## config.mk

```make
export PLATFORM = sky130hd
export DESIGN_NAME = fetch_stage_flat
export DESIGN_NICKNAME = d
export VERILOG_FILES = /design/src/rtl/fetch_stage_pkg.sv /design/src/rtl/fetch_stage_if.sv /design/src/rtl/fetch_queue.sv /design/src/rtl/fetch_stage.sv /design/src/flat_wrapper.sv
export SDC_FILE = /design/constraint.sdc
export NUM_CORES = 1
export LEC_CHECK = 0
export ABC_AREA = 1
export CAP_MARGIN = 20
export CORE_MARGIN = 5
export CORE_UTILIZATION = 45
export DETAILED_ROUTE_END_ITERATION = 7
export PLACE_DENSITY = 0.66
export SLEW_MARGIN = 20
export SYNTH_ARGS = -nofsm -noshare
export SYNTH_HDL_FRONTEND = slang
export SYNTH_SLANG_ARGS = --single-unit
```

## constraint.sdc

```tcl
create_clock -name clock -period 15.75 [get_ports clock]
set_input_delay 3.15 -clock clock [delete_from_list [all_inputs] [get_ports clock]]
set_output_delay 3.15 -clock clock [all_outputs]
set_load 0.02 [all_outputs]
```

## src/rtl/fetch_stage_pkg.sv

```systemverilog
// Shared types and constants for the fetch stage and its instruction-buffer interface.
package fetch_stage_pkg;

  localparam int XLEN        = 32;
  localparam int FETCH_BYTES = 8;

  typedef struct packed {
    logic            valid;
    logic [XLEN-1:0] inst;
    logic [XLEN-1:0] npc;
    logic [XLEN-1:0] pc;
  } IF_IB_PACKET;

endpackage

```

## src/rtl/fetch_stage_if.sv

```systemverilog
// Instruction-memory request/response channel between the fetch stage and memory.
interface fetch_stage_if #(
  parameter int XLEN = 32
);

  logic            imem_req_valid;
  logic [XLEN-1:0] imem_req_addr;
  logic            imem_req_ready;
  logic            imem_resp_valid;
  logic [63:0]     imem_resp_data;

  modport master (
    output imem_req_valid,
    output imem_req_addr,
    input  imem_req_ready,
    input  imem_resp_valid,
    input  imem_resp_data
  );

  modport slave (
    input  imem_req_valid,
    input  imem_req_addr,
    output imem_req_ready,
    output imem_resp_valid,
    output imem_resp_data
  );

endinterface

```

## src/rtl/fetch_queue.sv

```systemverilog
// Synchronous FIFO with wrap-bit pointers, synchronous clear and an occupancy count.
module fetch_queue #(
  parameter  int WIDTH = 32,
  parameter  int DEPTH = 4,
  localparam int AW    = $clog2(DEPTH),
  localparam int CW    = AW + 1
) (
  input  logic             clock,
  input  logic             reset_n,
  input  logic             clear,
  input  logic             push,
  input  logic [WIDTH-1:0] push_data,
  input  logic             pop,
  output logic [WIDTH-1:0] head,
  output logic             empty,
  output logic             full,
  output logic [CW-1:0]    count
);

  logic [WIDTH-1:0] mem [DEPTH];
  logic [CW-1:0]    wr_ptr;
  logic [CW-1:0]    rd_ptr;
  logic             do_push;
  logic             do_pop;

  assign empty   = (wr_ptr == rd_ptr);
  assign full    = (wr_ptr[AW] != rd_ptr[AW]) && (wr_ptr[AW-1:0] == rd_ptr[AW-1:0]);
  assign count   = wr_ptr - rd_ptr;
  assign head    = mem[rd_ptr[AW-1:0]];
  assign do_push = push && !full;
  assign do_pop  = pop && !empty;

  always_ff @(posedge clock or negedge reset_n) begin
    if (!reset_n) begin
      wr_ptr <= '0;
      rd_ptr <= '0;
    end else if (clear) begin
      wr_ptr <= '0;
      rd_ptr <= '0;
    end else begin
      if (do_push) wr_ptr <= wr_ptr + CW'(1);
      if (do_pop)  rd_ptr <= rd_ptr + CW'(1);
    end
  end

  // Storage needs no reset: only entries between the pointers are ever read.
  always_ff @(posedge clock) begin
    if (do_push && !clear) mem[wr_ptr[AW-1:0]] <= push_data;
  end

  always_ff @(posedge clock) begin
    if (reset_n && !clear) assert (!(push && full));
  end

endmodule

```

## src/rtl/fetch_stage.sv

```systemverilog
// Fetch stage: issues aligned double-word requests, tracks in-order responses and
// forms instruction pairs for the instruction buffer, with squash/redirect support.
module fetch_stage #(
  parameter int              XLEN            = fetch_stage_pkg::XLEN,
  parameter logic [XLEN-1:0] RESET_PC        = '0,
  parameter int              MAX_OUTSTANDING = 4
) (
  input  logic                          clock,
  input  logic                          reset_n,
  input  logic                          squash,
  input  logic [XLEN-1:0]               redirect_pc,
  input  logic                          ib_ready,
  fetch_stage_if.master                 imem,
  output fetch_stage_pkg::IF_IB_PACKET  if_ib_packet [0:1]
);

  import fetch_stage_pkg::*;

  localparam int AW = $clog2(MAX_OUTSTANDING);
  localparam int CW = AW + 1;
  localparam int RW = XLEN + 64;

  logic [XLEN-1:0] pc;
  logic [CW-1:0]   in_flight;
  logic [CW-1:0]   drop_cnt;
  logic [CW:0]     credit_used;

  logic            req_ok;
  logic            issue;
  logic            resp;
  logic            dropping;
  logic            accept_resp;
  logic            out_load;

  logic [XLEN-1:0] pcq_head;
  logic            pcq_empty;
  logic            pcq_full;
  logic [CW-1:0]   pcq_count;

  logic [RW-1:0]   rsp_head;
  logic            rsp_empty;
  logic            rsp_full;
  logic [CW-1:0]   rsp_count;

  logic [XLEN-1:0] head_pc;
  logic [63:0]     head_data;
  logic [XLEN-1:0] head_base;
  IF_IB_PACKET     slot0_nxt;
  IF_IB_PACKET     slot1_nxt;

  // Credit covers both requests in flight and responses parked in the FIFO,
  // so the response FIFO can never be pushed while full.
  assign credit_used = {1'b0, in_flight} + {1'b0, rsp_count};
  assign req_ok      = reset_n && !squash && (credit_used < (CW+1)'(MAX_OUTSTANDING));
  assign issue       = req_ok && imem.imem_req_ready;
  assign resp        = imem.imem_resp_valid;
  assign dropping    = (drop_cnt != '0);
  assign accept_resp = resp && !dropping && !squash;
  assign out_load    = !rsp_empty && ib_ready && !squash;

  assign imem.imem_req_valid = req_ok;
  assign imem.imem_req_addr  = pc & ~XLEN'(FETCH_BYTES - 1);

  always_ff @(posedge clock or negedge reset_n) begin
    if (!reset_n) begin
      pc        <= RESET_PC;
      in_flight <= '0;
      drop_cnt  <= '0;
    end else begin
      in_flight <= in_flight + CW'(issue) - CW'(resp);
      if (squash) begin
        pc       <= redirect_pc & ~XLEN'(3);
        drop_cnt <= in_flight - CW'(resp);
      end else begin
        if (issue)            pc       <= imem.imem_req_addr + XLEN'(FETCH_BYTES);
        if (resp && dropping) drop_cnt <= drop_cnt - CW'(1);
      end
    end
  end

  fetch_queue #(
    .WIDTH (XLEN),
    .DEPTH (MAX_OUTSTANDING)
  ) u_pc_queue (
    .clock     (clock),
    .reset_n   (reset_n),
    .clear     (squash),
    .push      (issue),
    .push_data (pc),
    .pop       (accept_resp),
    .head      (pcq_head),
    .empty     (pcq_empty),
    .full      (pcq_full),
    .count     (pcq_count)
  );

  fetch_queue #(
    .WIDTH (RW),
    .DEPTH (MAX_OUTSTANDING)
  ) u_rsp_fifo (
    .clock     (clock),
    .reset_n   (reset_n),
    .clear     (squash),
    .push      (accept_resp),
    .push_data ({pcq_head, imem.imem_resp_data}),
    .pop       (out_load),
    .head      (rsp_head),
    .empty     (rsp_empty),
    .full      (rsp_full),
    .count     (rsp_count)
  );

  // The PC keeps bit 2 of a misaligned redirect target so the first pair
  // can start at the upper word.
  always_comb begin
    slot0_nxt = '0;
    slot1_nxt = '0;
    head_pc   = rsp_head[RW-1:64];
    head_data = rsp_head[63:0];
    head_base = head_pc & ~XLEN'(FETCH_BYTES - 1);
    if (head_pc[2]) begin
      slot0_nxt.valid = 1'b1;
      slot0_nxt.inst  = head_data[63:32];
      slot0_nxt.pc    = head_base + XLEN'(4);
      slot0_nxt.npc   = head_base + XLEN'(8);
    end else begin
      slot0_nxt.valid = 1'b1;
      slot0_nxt.inst  = head_data[31:0];
      slot0_nxt.pc    = head_base;
      slot0_nxt.npc   = head_base + XLEN'(4);
      slot1_nxt.valid = 1'b1;
      slot1_nxt.inst  = head_data[63:32];
      slot1_nxt.pc    = head_base + XLEN'(4);
      slot1_nxt.npc   = head_base + XLEN'(8);
    end
  end

  always_ff @(posedge clock or negedge reset_n) begin
    if (!reset_n) begin
      if_ib_packet[0] <= '0;
      if_ib_packet[1] <= '0;
    end else if (out_load) begin
      if_ib_packet[0] <= slot0_nxt;
      if_ib_packet[1] <= slot1_nxt;
    end else begin
      if_ib_packet[0].valid <= 1'b0;
      if_ib_packet[1].valid <= 1'b0;
    end
  end

  always_ff @(posedge clock) begin
    if (reset_n) begin
      assert (!(accept_resp && pcq_empty));
      assert (!(accept_resp && rsp_full));
      assert (!(issue && pcq_full));
      assert (pcq_count == in_flight - drop_cnt);
    end
  end

endmodule

```

## src/flat_wrapper.sv

```systemverilog
// flat-port wrapper written by rule: the top's interface ports become plain ports
module fetch_stage_flat import fetch_stage_pkg::*;
#(
  parameter int              XLEN            = fetch_stage_pkg::XLEN,
  parameter logic [XLEN-1:0] RESET_PC        = '0,
  parameter int              MAX_OUTSTANDING = 4
)
  (clock, reset_n, squash, redirect_pc, ib_ready, if_ib_packet, imem_imem_req_valid, imem_imem_req_addr, imem_imem_req_ready, imem_imem_resp_valid, imem_imem_resp_data);
  fetch_stage_if #(.XLEN(XLEN)) imem_i ();
  input  logic clock;
  input  logic reset_n;
  input  logic squash;
  input  logic [XLEN-1:0] redirect_pc;
  input  logic ib_ready;
  output fetch_stage_pkg::IF_IB_PACKET if_ib_packet[0:1];
  output wire logic [$bits(imem_i.imem_req_valid)-1:0] imem_imem_req_valid;
  output wire logic [$bits(imem_i.imem_req_addr)-1:0] imem_imem_req_addr;
  input wire logic [$bits(imem_i.imem_req_ready)-1:0] imem_imem_req_ready;
  input wire logic [$bits(imem_i.imem_resp_valid)-1:0] imem_imem_resp_valid;
  input wire logic [$bits(imem_i.imem_resp_data)-1:0] imem_imem_resp_data;
  assign imem_imem_req_valid = imem_i.imem_req_valid;
  assign imem_imem_req_addr = imem_i.imem_req_addr;
  assign imem_i.imem_req_ready = imem_imem_req_ready;
  assign imem_i.imem_resp_valid = imem_imem_resp_valid;
  assign imem_i.imem_resp_data = imem_imem_resp_data;
  fetch_stage #(.XLEN(XLEN), .RESET_PC(RESET_PC), .MAX_OUTSTANDING(MAX_OUTSTANDING)) u_core (.clock(clock), .reset_n(reset_n), .squash(squash), .redirect_pc(redirect_pc), .ib_ready(ib_ready), .imem(imem_i), .if_ib_packet(if_ib_packet));
endmodule
```

**Word-level counts from Yosys, hierarchy flattened**

Memory sizes are Yosys's and may differ from the RTL's.
Index checks and enable logic that the tools add are counted.

- Bitwise operators: 0
- Shifts and indexed selects: 0
- Divide/modulo/power cells: 0
- Mux-type cells: 20
- Reduce and logical (&&, ||, !) cells: 29
- Add/subtract/negate cells: 13
- Equal/unequal tests: 6
- Multipliers: 0
- $lt $le $gt $ge: 1

Operator list:

| cell | number |
|---|---|
| 97-bit two-way mux | 1 |
| 96-bit two-way mux | 1 |
| 32-bit by 4-bit adder with 32-bit output, second input constant | 2 |
| 32-bit two-way mux | 2 |
| 32-bit by 3-bit adder with 32-bit output, second input constant | 1 |
| 3-bit two-way mux | 10 |
| 1-bit logical AND | 16 |
| 3-bit by 1-bit adder with 3-bit output, second input constant | 4 |
| 2-bit nonzero test | 6 |
| 3-bit equality test | 2 |
| 1-bit logical NOT | 6 |
| 1-bit two-way mux | 6 |
| 3-bit by 1-bit subtractor with 3-bit output | 2 |
| 3-bit by 3-bit adder with 4-bit output | 1 |
| 2-bit equality test | 2 |
| 4-bit by 3-bit less-than comparator with 1-bit output, second input constant | 1 |
| 3-bit by 1-bit adder with 3-bit output | 1 |
| 3-bit nonzero test | 1 |
| 3-bit by 1-bit subtractor with 3-bit output, second input constant | 1 |
| 3-bit subtractor | 1 |
| 1-bit inequality test | 2 |

- Memories kept: 2
- Bits in registers: 244
- Bits in writable memories: 512
- Output and inout bits: 227
- Input bits: 102
- Bits in latches: 0
- ROM bits: 0

Memories:

| name | words | bits a word | rd ports | clocked after Yosys merged registers in | write ports | line | RTL |
|---|---|---|---|---|---|---|---|
| u_core.u_rsp_fifo.mem | 4 | 96 | 1 | 0 | 1 | fetch_queue.sv:20 | `logic [WIDTH-1:0] mem [DEPTH];` |
| u_core.u_pc_queue.mem | 4 | 32 | 1 | 0 | 1 | fetch_queue.sv:20 |  |

**Longest topological paths before layout**

- Depth after elaboration: 9
- Gate-level depth with buffers: 21
- Mapped depth without buffers: 17

**Hierarchy**

From an unflattened synthesis, not the netlist that was laid out.

- Cells, all modules: 2776
- Area total of the unflattened synthesis: 30900.9 µm²

Modules (own cells, without submodules):

| module | times used | cells each | area each (µm²) |
|---|---|---|---|
| fetch_queue at u_core.u_rsp_fifo | 1 | 998 | 14747.9 |
| fetch_stage | 1 | 1398 | 10901.7 |
| fetch_queue at u_core.u_pc_queue | 1 | 380 | 5251.3 |

**Worst setup path after synthesis**

No wires, ideal clock.

- Path kind: input port to flip-flop
- From: input squash
- To: register u_core.u_rsp_fifo.wr_ptr[2]
- Path buffers: 1
- Cell stages on the path: 8
- Required time: 15.644 ns
- Path slack: 7.410 ns
- Library setup time: 0.106 ns
- Data arrival time: 8.233 ns
- Cell sequence: buf_2 -> inv_2 -> nand4_1 -> nor2_1 -> inv_1 -> nor2_1 -> o21ai_0 -> a21oi_1

- Longest elaborated chain between the ends: 4
- Elaborated cells on any way between the ends: 5

RTL lines:

| item | line | RTL |
|---|---|---|
| from (decl) | flat_wrapper.sv:12 | `input logic squash;` |
| 1-bit logical NOT | fetch_stage.sv:58 | `assign accept_resp = resp && !dropping && !squash;` |
| 1-bit logical AND | fetch_stage.sv:58 |  |
| 1-bit logical AND | fetch_queue.sv:30 | `assign do_push = push && !full;` |
| 2-bit nonzero test (no line) | -- |  |
| to (signal assigned) | fetch_queue.sv:41 | `if (do_push) wr_ptr <= wr_ptr + CW'(1);` |
| to (decl) | fetch_queue.sv:21 | `logic [CW-1:0] wr_ptr;` |

Parallel ways exist; a longest one is shown, timed or not.
A chain may end at the register's enable or synchronous reset.

**Final worst setup path**

- From: input squash
- To: output imem_imem_req_valid

- Longest elaborated chain between the ends: 3

RTL lines:

| item | line | RTL |
|---|---|---|
| 1-bit logical NOT | fetch_stage.sv:54 | `assign req_ok = reset_n && !squash && (credit_used < (CW+1)'(MAX_OUTSTANDING));` |
| 1-bit logical AND (2 in a row) | fetch_stage.sv:54 |  |
| to (decl) | flat_wrapper.sv:16 | `output wire logic [$bits(imem_i.imem_req_valid)-1:0] imem_imem_req_valid;` |

No other way between the ends.

==> impl_metrics.env <==
export IMPL_outcome="completed"
export IMPL_first_global_vias=20900
export IMPL_leading_register_cell_type_out_of_synthesis="edfxtp_1"
export IMPL_detailroute_via_count=20900
export IMPL_number_of_buffers_between_clock_root_and_the_deepest_sink=3
export IMPL_rr_startpoint="u_core.u_rsp_fifo.wr_ptr[0]"
export IMPL_area_sequential_sq_mm=0.0207
export IMPL_routabilityCongestion=0.883
export IMPL_gate_count_of_the_mapped_netlist=2715
export IMPL_power_per_cell_area_mw_per_mm2=162
export IMPL_path_clk_slew_ns=0.06
export IMPL_total_core_area_sq_mm=0.0670
export IMPL_starting_density_of_the_core_pct=45.3
export IMPL_slew_violations=0
export IMPL_setup_reg_to_reg_worst_slack_ns=10.87
export IMPL_regToRegEndpoint="u_core.u_pc_queue.mem[2][6]"
export IMPL_final_common_cell="nand2_1"
export IMPL_final_count_of_negative_setup_slack_endpoints=0
export IMPL_timing_hold_worst_class="flop to flop"
export IMPL_largest_net_degree_at_the_start_of_global_routing=111
export IMPL_netlist_cell_type_count=44
export IMPL_number_of_synthesized_flops_with_an_enable_pin=496
export IMPL_dieWidth_um=270
export IMPL_vias_per_cell=5.37
export IMPL_skew_ns=0.0243
export IMPL_worstSkewPairLatency_ns=0.61
export IMPL_post_drt_wl_per_cell_um=20.0
export IMPL_gr_usage_all_layers_pct=20.9
export IMPL_die_height_um=270
export IMPL_setup_worst_path_start="squash"
export IMPL_timing_final_crit_share_pct=53.2
export IMPL_most_common_layout_cells="875 x nand2_1, 496 x edfxtp_1, 313 x clkdlybuf4s50_1"
export IMPL_worst_slew_slack_as_a_fraction_of_its_limit_pct=28.9
export IMPL_synth_async_reset_ratio_pct=31.9
export IMPL_timing_setup_critical_path_class="input port to primary output"
export IMPL_cts_num_sinks=728
export IMPL_max_cap_viol_count=0
export IMPL_yosys_warning_count=0
export IMPL_tns_ns=0
export IMPL_drt_wl_total_um=77700
export IMPL_port_buffers=314
export IMPL_numCtsBuffers=74
export IMPL_timing_critical_path_to_type="primary output"
export IMPL_tritoncts="done"
export IMPL_yosys_register_bits=728
export IMPL_antenna_found_initial=4
export IMPL_p_leak_uw=0.0142
export IMPL_n_fill_cell=5652
export IMPL_post_route_drc_count=0
export IMPL_die_area_sq_mm=0.0728
export IMPL_hpwl_um=48900
export IMPL_post_cts_setup_buffers=0
export IMPL_hold_viol_final=0
export IMPL_hold_start="u_core.if_ib_packet[132]"
export IMPL_path_max_fanout=33
export IMPL_syn_avg_cell_area_sq_um=11.2
export IMPL_worst_r2r_path_depth=14
export IMPL_drtIter0Drc=1551
export IMPL_fin_ws_ns=7.37
export IMPL_cts_repair_resized=0
export IMPL_ioPinCount=329
export IMPL_period_minus_slack_ns=8.38
export IMPL_max_slew_worst_pin_slew_ns=1.06
export IMPL_rsz0062_at_grt="no"
export IMPL_overflow=0
export IMPL_setup_worst_path_start_class="input port"
export IMPL_synth_seq_area_share_pct=68.1
export IMPL_cp_arrival_ns=5.23
export IMPL_layout_cells_sized_above_1_pct=5.77
export IMPL_syn_cell_area_sq_mm=0.0304
export IMPL_placementRows=95
export IMPL_cts_root_buf="clkbuf_16"
export IMPL_multi_input_comb_area_sq_mm=0.00835
export IMPL_dp_worst_setup_slack_ns=7.36
export IMPL_numnets_final=3086
export IMPL_worst_ir_drop_vdd_uv=65.9
export IMPL_areaGrowthSynthToFinish_pct=19.3
export IMPL_post_layout_nonfiller_instances=3893
export IMPL_worst_hold_path_num_cells=2
export IMPL_required_ns=12.60
export IMPL_utilization_pct=54.0
export IMPL_min_to="u_core.if_ib_packet[132]"
export IMPL_detailedRoute_firstPassIterationCount=5
export IMPL_cts_max_level=3
export IMPL_fmaxAchievable_ghz=0.119
export IMPL_numPlacedInstances=3755
export IMPL_cts_hold_repair_buffers=0
export IMPL_grt_pass1_wl_um=120000
export IMPL_antenna_left=0
registers in the layout, summed over array words and instances, names as in the netlist:
signal                    count
u_core.drop_cnt               3
u_core.u_pc_queue.rd_ptr      3
u_core.in_flight              3
u_core.u_rsp_fifo.rd_ptr      3
u_core.u_rsp_fifo.mem       376
u_core.u_pc_queue.mem       120
u_core.u_pc_queue.wr_ptr      3
u_core.if_ib_packet         184
u_core.u_rsp_fifo.wr_ptr      3
u_core.pc                    30
per-layer routing:
layer	vias up	GRT usage (%)	part of all wire (%)
met5	-	0	0
met4	0	7.23	3.0
met3	111	3.46	5.3
met2	616	34.7	48
met1	10300	28.2	43
li1	9876	-	-
metrics by stage:
| step | hold slack, ns | cell area, sq um | power (uW) |
|---|---|---|---|
| global placement | 0.463 | 33900 | 4190 |
| floorplan | 0.454 | 30400 | 3470 |
| CTS | 0.483 | 36200 | 5930 |
| finish | 0.479 | 36200 | 5880 |
| detailed placement | 0.467 | 33900 | 4240 |
| global route | 0.506 | 36200 | 6180 |
critical path: stages:
cell	delay, ns
clkdlybuf4s50_1	0.39
buf_4	0.25
inv_2	0.38
nand2_1	0.13
nor3_2	0.26
clkdlybuf4s50_1	0.66
cell usage after synthesis, drive strengths merged (30+ instances only):
library cell | n | area [sq um]
a21oi | 74 | 370
a32o | 64 | 641
buf | 123 | 797
clkbuf | 59 | 221
dfrtp | 232 | 5810
edfxtp | 496 | 14900
inv | 106 | 403
nand2 | 883 | 3330
nand3 | 129 | 656
nor2 | 168 | 688
o21ai | 177 | 886
o221ai | 37 | 324
o22ai | 30 | 188
area by class of cell:
| type | count | share of cell area, % |
|---|---|---|
| clock buffers | 96 | 5.60 |
| clock inverters | 38 | 0.801 |
| flip-flops and latches | 728 | 57.2 |
| well taps | 873 | 3.02 |
| multi-input cells | 1709 | 23.1 |
| repair buffers | 338 | 9.20 |
| diodes | 4 | 0.0276 |
| inverters | 107 | 1.15 |
worst max path at each step:
stage | endpoint | cells after the start
floorplan | u_core.u_rsp_fifo.wr_ptr[2] | 8
global placement | imem_imem_req_valid | 6
detailed placement | imem_imem_req_valid | 6
CTS | imem_imem_req_valid | 6
global route | imem_imem_req_valid | 6
finish | imem_imem_req_valid | 6
kinds of logic (layout without fill, tap and decap cells):
kind of cell | Yosys count | in the layout | share of synthesized area (%)
buf+inv | 289 | 579 | 4.69
other cells | 1 | 16 | 0.0123
simple gates | 1211 | 1211 | 16.0
xor+xnor | 34 | 34 | 0.980
fa+ha+maj | 26 | 26 | 1.12
compound gates | 426 | 426 | 9.03
flops | 728 | 728 | 68.1
power breakdown:
part / leakage, uW / switching [uW] / total [uW] / internal, uW
clock network: 0.00113 / 707 / 1680 / 974
registers: 0.00744 / 197 / 2540 / 2340
logic: 0.00562 / 994 / 1660 / 664
(Power assumes the default switching activity.)
